## src/rtl/mdu_pkg.sv

```systemverilog
// Shared definitions for the M-extension multiply/divide unit.
// mdu_op_e encodes funct3 and is also used by the control decoder.
// mdu_state_e is the sequencer state. Helper functions classify the operations.
package mdu_pkg;

  typedef enum logic [2:0] {
    OP_MUL    = 3'b000,
    OP_MULH   = 3'b001,
    OP_MULHSU = 3'b010,
    OP_MULHU  = 3'b011,
    OP_DIV    = 3'b100,
    OP_DIVU   = 3'b101,
    OP_REM    = 3'b110,
    OP_REMU   = 3'b111
  } mdu_op_e;

  typedef enum logic [1:0] {
    ST_IDLE = 2'd0,
    ST_CALC = 2'd1,
    ST_DONE = 2'd2
  } mdu_state_e;

  function automatic logic op_is_div(input mdu_op_e op);
    return op[2];
  endfunction

  function automatic logic op_is_rem(input mdu_op_e op);
    return op[2] & op[1];
  endfunction

  function automatic logic op_rs1_signed(input mdu_op_e op);
    return op inside {OP_MUL, OP_MULH, OP_MULHSU, OP_DIV, OP_REM};
  endfunction

  function automatic logic op_rs2_signed(input mdu_op_e op);
    return op inside {OP_MUL, OP_MULH, OP_DIV, OP_REM};
  endfunction

endpackage

```

## src/rtl/muldiv_seq.sv

```systemverilog
// Sequential RV32/64 M-extension unit. It performs radix-2 shift-add multiply
// and restoring divide, one iteration per clock.
// Ports:
//   clk, rst_n          clock and asynchronous active-low reset
//   in_valid/in_ready   request handshake (funct3, rs1, rs2, tag_in)
//   flush               aborts any in-flight op and blocks acceptance
//   out_valid/out_ready result handshake (result, tag_out)
//   busy                high whenever the unit is not idle
module muldiv_seq
  import mdu_pkg::*;
#(
  parameter int unsigned XLEN = 32,
  parameter int unsigned TAGW = 5
) (
  input  logic            clk,
  input  logic            rst_n,
  input  logic            in_valid,
  output logic            in_ready,
  input  logic [2:0]      funct3,
  input  logic [XLEN-1:0] rs1,
  input  logic [XLEN-1:0] rs2,
  input  logic [TAGW-1:0] tag_in,
  input  logic            flush,
  output logic            out_valid,
  input  logic            out_ready,
  output logic [XLEN-1:0] result,
  output logic [TAGW-1:0] tag_out,
  output logic            busy
);

  localparam int unsigned CW = $clog2(XLEN);
  localparam logic [XLEN-1:0] MOST_NEG = {1'b1, {(XLEN-1){1'b0}}};

  mdu_state_e        state_q, state_d;
  mdu_op_e           op_q, op_d;
  logic              neg_q, neg_d;
  logic [XLEN-1:0]   b_q, b_d;
  logic [2*XLEN-1:0] acc_q, acc_d;
  logic [CW-1:0]     cnt_q, cnt_d;
  logic [XLEN-1:0]   res_q, res_d;
  logic [TAGW-1:0]   tag_q, tag_d;

  // Request decode
  mdu_op_e         op_in;
  logic            accept, sa, sb, div_zero, ovf;
  logic [XLEN-1:0] mag_a, mag_b;

  assign op_in    = mdu_op_e'(funct3);
  assign accept   = in_valid && (state_q == ST_IDLE) && !flush;
  assign sa       = rs1[XLEN-1] & op_rs1_signed(op_in);
  assign sb       = rs2[XLEN-1] & op_rs2_signed(op_in);
  assign mag_a    = sa ? -rs1 : rs1;
  assign mag_b    = sb ? -rs2 : rs2;
  assign div_zero = op_is_div(op_in) && (rs2 == '0);
  assign ovf      = (op_in inside {OP_DIV, OP_REM}) && (rs1 == MOST_NEG) && (rs2 == '1);

  // One iteration. Multiply consumes the multiplier from the low half while
  // the product grows in from the top. Divide shifts the dividend out of the
  // low half as quotient bits shift in, and the partial remainder sits in the
  // high half.
  logic [XLEN:0]     mul_sum, div_shl, div_diff;
  logic [2*XLEN-1:0] mul_next, div_next, step_acc, prod;
  logic [XLEN-1:0]   quo, rem_v, fin;

  assign mul_sum  = {1'b0, acc_q[2*XLEN-1:XLEN]} + (acc_q[0] ? {1'b0, b_q} : '0);
  assign mul_next = {mul_sum, acc_q[XLEN-1:1]};
  assign div_shl  = acc_q[2*XLEN-1:XLEN-1];
  assign div_diff = div_shl - {1'b0, b_q};
  assign div_next = div_diff[XLEN] ? {div_shl[XLEN-1:0], acc_q[XLEN-2:0], 1'b0}
                                   : {div_diff[XLEN-1:0], acc_q[XLEN-2:0], 1'b1};
  assign step_acc = op_is_div(op_q) ? div_next : mul_next;

  assign prod  = neg_q ? -step_acc : step_acc;
  assign quo   = step_acc[XLEN-1:0];
  assign rem_v = step_acc[2*XLEN-1:XLEN];

  always_comb begin
    fin = '0;
    if (!op_is_div(op_q)) begin
      fin = (op_q == OP_MUL) ? prod[XLEN-1:0] : prod[2*XLEN-1:XLEN];
    end else if (op_is_rem(op_q)) begin
      fin = neg_q ? -rem_v : rem_v;
    end else begin
      fin = neg_q ? -quo : quo;
    end
  end

  always_comb begin
    state_d = state_q;
    op_d    = op_q;
    neg_d   = neg_q;
    b_d     = b_q;
    acc_d   = acc_q;
    cnt_d   = cnt_q;
    res_d   = res_q;
    tag_d   = tag_q;
    unique case (state_q)
      ST_IDLE: begin
        if (accept) begin
          op_d  = op_in;
          // A remainder takes the dividend's sign. Every other result takes the XOR of both signs.
          neg_d = op_is_rem(op_in) ? sa : (sa ^ sb);
          b_d   = mag_b;
          tag_d = tag_in;
          if (div_zero) begin
            res_d   = op_is_rem(op_in) ? rs1 : '1;
            state_d = ST_DONE;
          end else if (ovf) begin
            res_d   = op_is_rem(op_in) ? '0 : rs1;
            state_d = ST_DONE;
          end else begin
            acc_d   = {{XLEN{1'b0}}, mag_a};
            cnt_d   = CW'(XLEN - 1);
            state_d = ST_CALC;
          end
        end
      end
      ST_CALC: begin
        if (flush) begin
          state_d = ST_IDLE;
        end else begin
          acc_d = step_acc;
          if (cnt_q == '0) begin
            res_d   = fin;
            state_d = ST_DONE;
          end else begin
            cnt_d = cnt_q - 1'b1;
          end
        end
      end
      ST_DONE: begin
        if (flush || out_ready) state_d = ST_IDLE;
      end
      default: state_d = ST_IDLE;
    endcase
  end

  always_ff @(posedge clk or negedge rst_n) begin
    if (!rst_n) begin
      state_q <= ST_IDLE;
      op_q    <= OP_MUL;
      neg_q   <= 1'b0;
      b_q     <= '0;
      acc_q   <= '0;
      cnt_q   <= '0;
      res_q   <= '0;
      tag_q   <= '0;
    end else begin
      state_q <= state_d;
      op_q    <= op_d;
      neg_q   <= neg_d;
      b_q     <= b_d;
      acc_q   <= acc_d;
      cnt_q   <= cnt_d;
      res_q   <= res_d;
      tag_q   <= tag_d;
    end
  end

  assign in_ready  = (state_q == ST_IDLE);
  assign out_valid = (state_q == ST_DONE);
  assign busy      = (state_q != ST_IDLE);
  assign result    = res_q;
  assign tag_out   = tag_q;

endmodule
```

## config.mk

```make
export PLATFORM = sky130hd
export DESIGN_NAME = muldiv_seq
export DESIGN_NICKNAME = d
export VERILOG_FILES = /design/src/rtl/mdu_pkg.sv /design/src/rtl/muldiv_seq.sv
export SDC_FILE = /design/constraint.sdc
export NUM_CORES = 1
export LEC_CHECK = 0
export ABC_AREA = 1
export CAP_MARGIN = 20
export CELL_PAD_IN_SITES_DETAIL_PLACEMENT = 1
export CELL_PAD_IN_SITES_GLOBAL_PLACEMENT = 2
export CORE_UTILIZATION = 32
export DETAILED_ROUTE_END_ITERATION = 16
export GPL_TIMING_DRIVEN = 0
export PLACE_DENSITY = 0.83
export SLEW_MARGIN = 20
export SYNTH_ARGS = -nofsm -noshare
export SYNTH_HDL_FRONTEND = slang
export SYNTH_SLANG_ARGS = --single-unit
export TNS_END_PERCENT = 1
```

## constraint.sdc

```tcl
create_clock -name clk -period 4.7 [get_ports clk]
set_input_delay 0.94 -clock clk [delete_from_list [all_inputs] [get_ports clk]]
set_output_delay 0.94 -clock clk [all_outputs]
set_load 0.005 [all_outputs]
```

==> flow_summary_export.csv <==
group,metric,value,unit
run_status,result_of_the_run,"completed",
min_path,timing.hold.worst.class,"input pin to async pin",
power_and_ir_drop,p_per_area,890,nW/µm²
critical_path,cpPeakStageDelay,370,ps
synth,synth-edff-count,0,
routing,met3_length,6220,µm
clock_network,cts_buf_count,17,
routing,initial_drc_count,1752,
global_route,grt_use_total,32.2,%
placement,pre_cts_ws,-1070,ps
routing,ant_nets,0,
critical_path,cp_max_fo,10,
routing,totalWireLength,90200,µm
timing,timing.final.setup_violations,0,
timing,fin_ws,36.4,ps
layout,regArea,3640,µm²
layout,area_growth_syn_to_layout,20.1,%
layout,finalNetCount,3366,
critical_path,worst-endpoint-arrival,5040,ps
synth,synthesis.area,17400,µm²
routing,via_count,21269,
clock_network,cts.sinks,144,
global_route,overflow,0,
clock_network,clk-insertion-delay-late,490,ps
die,core_region_area,53800,µm²
routing,wl_met2,38100,µm
synth,post_synthesis_sequential_element_count,144,
synth,synth.yosys.warnings,0,
global_route,grt_pass1_vias,21197,
clock_network,clkSlewWorstSetupHoldPaths,70,ps
clock_network,htree_levels,4,
routing,first_pass_iters,6,
synth,yosys.area.top_type_share,20.7,%
routing,drt-met1-wl,43300,µm
placement,gpl.final_weighted_congestion,0.982,
placement,placed_cells,3843,
timing,worst-slew-pin-transition,939,ps
flow_run,cap_violations,0,
layout,fillerInstances,7240,
clock_network,root_buffer,"sky130_fd_sc_hd__clkbuf_16",
layout,multi_input_comb_area,12200,µm²
critical_path,cp-start-kind,"register",
timing,grt_setup_unrepaired,"yes",
synth,synth.top_cells.by_area,"sky130_fd_sc_hd__nand2_1, sky130_fd_sc_hd__dfrtp_1, sky130_fd_sc_hd__inv_1",
routing,top_signal_layer_used,"met4",
die,dieWidth,235,µm
global_route,grt_pass1_wl,133000,µm
timing,final_hold_viol_count,0,
layout,number_of_diodes_added_for_antenna_fixing,0,
synth,synth_area_per_cell,5.74,µm²
synth,synth_area_leader_cell,"sky130_fd_sc_hd__nand2_1",
synth,netlist-cell-type-count,55,
power_and_ir_drop,max-vdd-ir-drop,0.000390,V
layout,post_layout_nonfiller_instances,3925,
die,floorplan.die_area,55300,µm²
routing,via_per_inst,5.42,
die,top_ports,117,
synth,synth_async_sr_flop_share,100,%
die,floorplan.initialDensity,32.3,%
critical_path,cp_slowest_cell,"sky130_fd_sc_hd__fa_2",
clock_network,cts_buffer_depth,2,
placement,io_buffer_count,116,
timing,period_share,99.2,%
power_and_ir_drop,report.power.total,18.6,mW
routing,avgRoutedWirePerCell,23.0,µm
die,dieHeight,235,µm
timing,fmaxAchievable,0.214,GHz
routing,route.detailed.drc,0,
clock_network,cts.hold.buffers_added,0,
timing,slew_violations,0,
critical_path,crit_type,"register to register",
clock_network,clock_tree_from_tritoncts,"done",
die,row_count,85,
critical_path,cp.required,5080,ps
global_route,antenna_found_initial,4,
layout,drive_gt1_share,8.73,%
synth,synth_flop_cell,"sky130_fd_sc_hd__dfrtp_1",
synth,net_count_after_synthesis,3180,
critical_path,end_kind,"register",
power_and_ir_drop,cellLeakagePower,10.4,nW
synth,synthCells,3030,
timing,timing.slew.headroom,37.4,%
synth,synth_sequential_area_ratio,20.7,%
global_route,grt_start_max_net_pins,88,
timing,final.setup_skew,18.6,ps
placement,detailedPlacementHpwl,73600,µm
layout,top_library_cells_by_usage_in_the_layout_fill_and_taps_aside,"sky130_fd_sc_hd__nand2_1, sky130_fd_sc_hd__inv_1, sky130_fd_sc_hd__nor2_1",
layout,layout_commonest_cell,"sky130_fd_sc_hd__nand2_1",
timing,period_minus_slack,4660,ps
critical_path,critPathMostFrequentCell,"sky130_fd_sc_hd__nand2_1",
report_power, final:
part	switching [mW]	internal [mW]
clock network	0.694	0.764
registers	0.671	1.80
logic	10.3	4.41
final timing paths:
kind	cells after the start	slack, ps	start	endpoint
max in group asynchronous	2	3390	rst_n	b_q[15]
setup reg to reg	33	40	acc_q[31]	result[18]
hold / removal	1	390	rst_n	result[24]
hold reg to reg	2	490	result[9]	result[9]
min in group clk	2	490	result[9]	result[9]
setup / recovery	33	40	acc_q[31]	result[18]
Yosys cell counts (2+ instances only):
master	count
sky130_fd_sc_hd__o21ai_4	2
sky130_fd_sc_hd__nor2_2	12
sky130_fd_sc_hd__a21o_1	6
sky130_fd_sc_hd__ha_1	71
sky130_fd_sc_hd__nand2_2	29
sky130_fd_sc_hd__buf_6	10
sky130_fd_sc_hd__buf_2	14
sky130_fd_sc_hd__a31oi_1	2
sky130_fd_sc_hd__buf_1	8
sky130_fd_sc_hd__fa_1	2
sky130_fd_sc_hd__a21boi_0	3
sky130_fd_sc_hd__nand2_4	6
sky130_fd_sc_hd__o22ai_1	22
sky130_fd_sc_hd__o21bai_1	15
sky130_fd_sc_hd__dfrtp_1	144
sky130_fd_sc_hd__nand3_2	5
sky130_fd_sc_hd__o41ai_1	2
sky130_fd_sc_hd__nand3b_1	19
sky130_fd_sc_hd__o211ai_1	26
sky130_fd_sc_hd__a21oi_2	5
sky130_fd_sc_hd__xor2_1	70
sky130_fd_sc_hd__nand2_1	962
sky130_fd_sc_hd__o21ai_2	5
sky130_fd_sc_hd__clkbuf_1	70
sky130_fd_sc_hd__o21a_1	6
sky130_fd_sc_hd__nor4_1	10
sky130_fd_sc_hd__nand4_1	36
sky130_fd_sc_hd__o21ai_0	209
sky130_fd_sc_hd__a21oi_1	154
sky130_fd_sc_hd__nor3_1	41
sky130_fd_sc_hd__xnor2_1	39
sky130_fd_sc_hd__nand3_1	213
sky130_fd_sc_hd__clkinv_1	4
sky130_fd_sc_hd__o31ai_1	10
sky130_fd_sc_hd__nor2_1	357
sky130_fd_sc_hd__or2_2	5
sky130_fd_sc_hd__inv_2	10
sky130_fd_sc_hd__o21ai_1	27
sky130_fd_sc_hd__inv_1	383
registers in the layout, indices dropped and copies added, names as in the netlist:
name and count:
acc_q 64, b_q 32, state_q 2, neg_q 1, tag_out 5, op_q 3, result 32, cnt_q 5
critical path: cells and delay by family, from the launching register on:
family / cells / cell delay (ps)
adder cells (fa/ha/maj): 3 / 700
buffers and inverters: 4 / 380
AO/OA/AOI/OAI: 2 / 560
AND/OR/NAND/NOR: 24 / 2560
flip-flops: 1 / 360
routing by layer:
metal,GRT usage (%),vias up
met5,0,-
met4,9.92,0
met3,6.11,105
met2,48.1,593
met1,46.3,10499
li1,-,10072
kinds of logic (layout without fill, tap and decap cells):
logic type | after synthesis | count (layout) | synth area share, %
xor+xnor | 109 | 109 | 5.48
simple gates | 1703 | 1703 | 41.0
buf+inv | 500 | 699 | 11.3
compound gates | 501 | 501 | 16.1
fa+ha+maj | 73 | 73 | 5.33
flops | 144 | 144 | 20.7
through the flow:
step | hold WS, ps | util, % | area [µm²] | TNS [ps]
2_1_floorplan | 454 | - | 17400 | 0
3_3_place_gp | 461 | 36.1 | 19400 | -567040
3_5_place_dp | 471 | 36.2 | 19500 | -53660
4_1_cts | 388 | 38.3 | 20600 | 0
5_1_grt | 418 | 38.8 | 20900 | -1210
6_report | 387 | 38.8 | 20900 | 0
timing repair:
| action | CTS | global route |
|---|---|---|
| pin swaps | 11 | 14 |
| endpoints found under the setup margin | 52 | 61 |
| setup buffers | 38 | 13 |
| gates resized for setup | 60 | 50 |
cell type report:
class                      instances  area share (%)
multi-input combinational       2386            58.4
clock inverter                    15           0.928
clock buffer                      17            2.04
inverter                         398            7.20
buffer                           101            2.27
tap                              696            4.17
timing repair buffer             168            7.54
sequential                       144            17.4
Power figures use the tool's default switching activity.
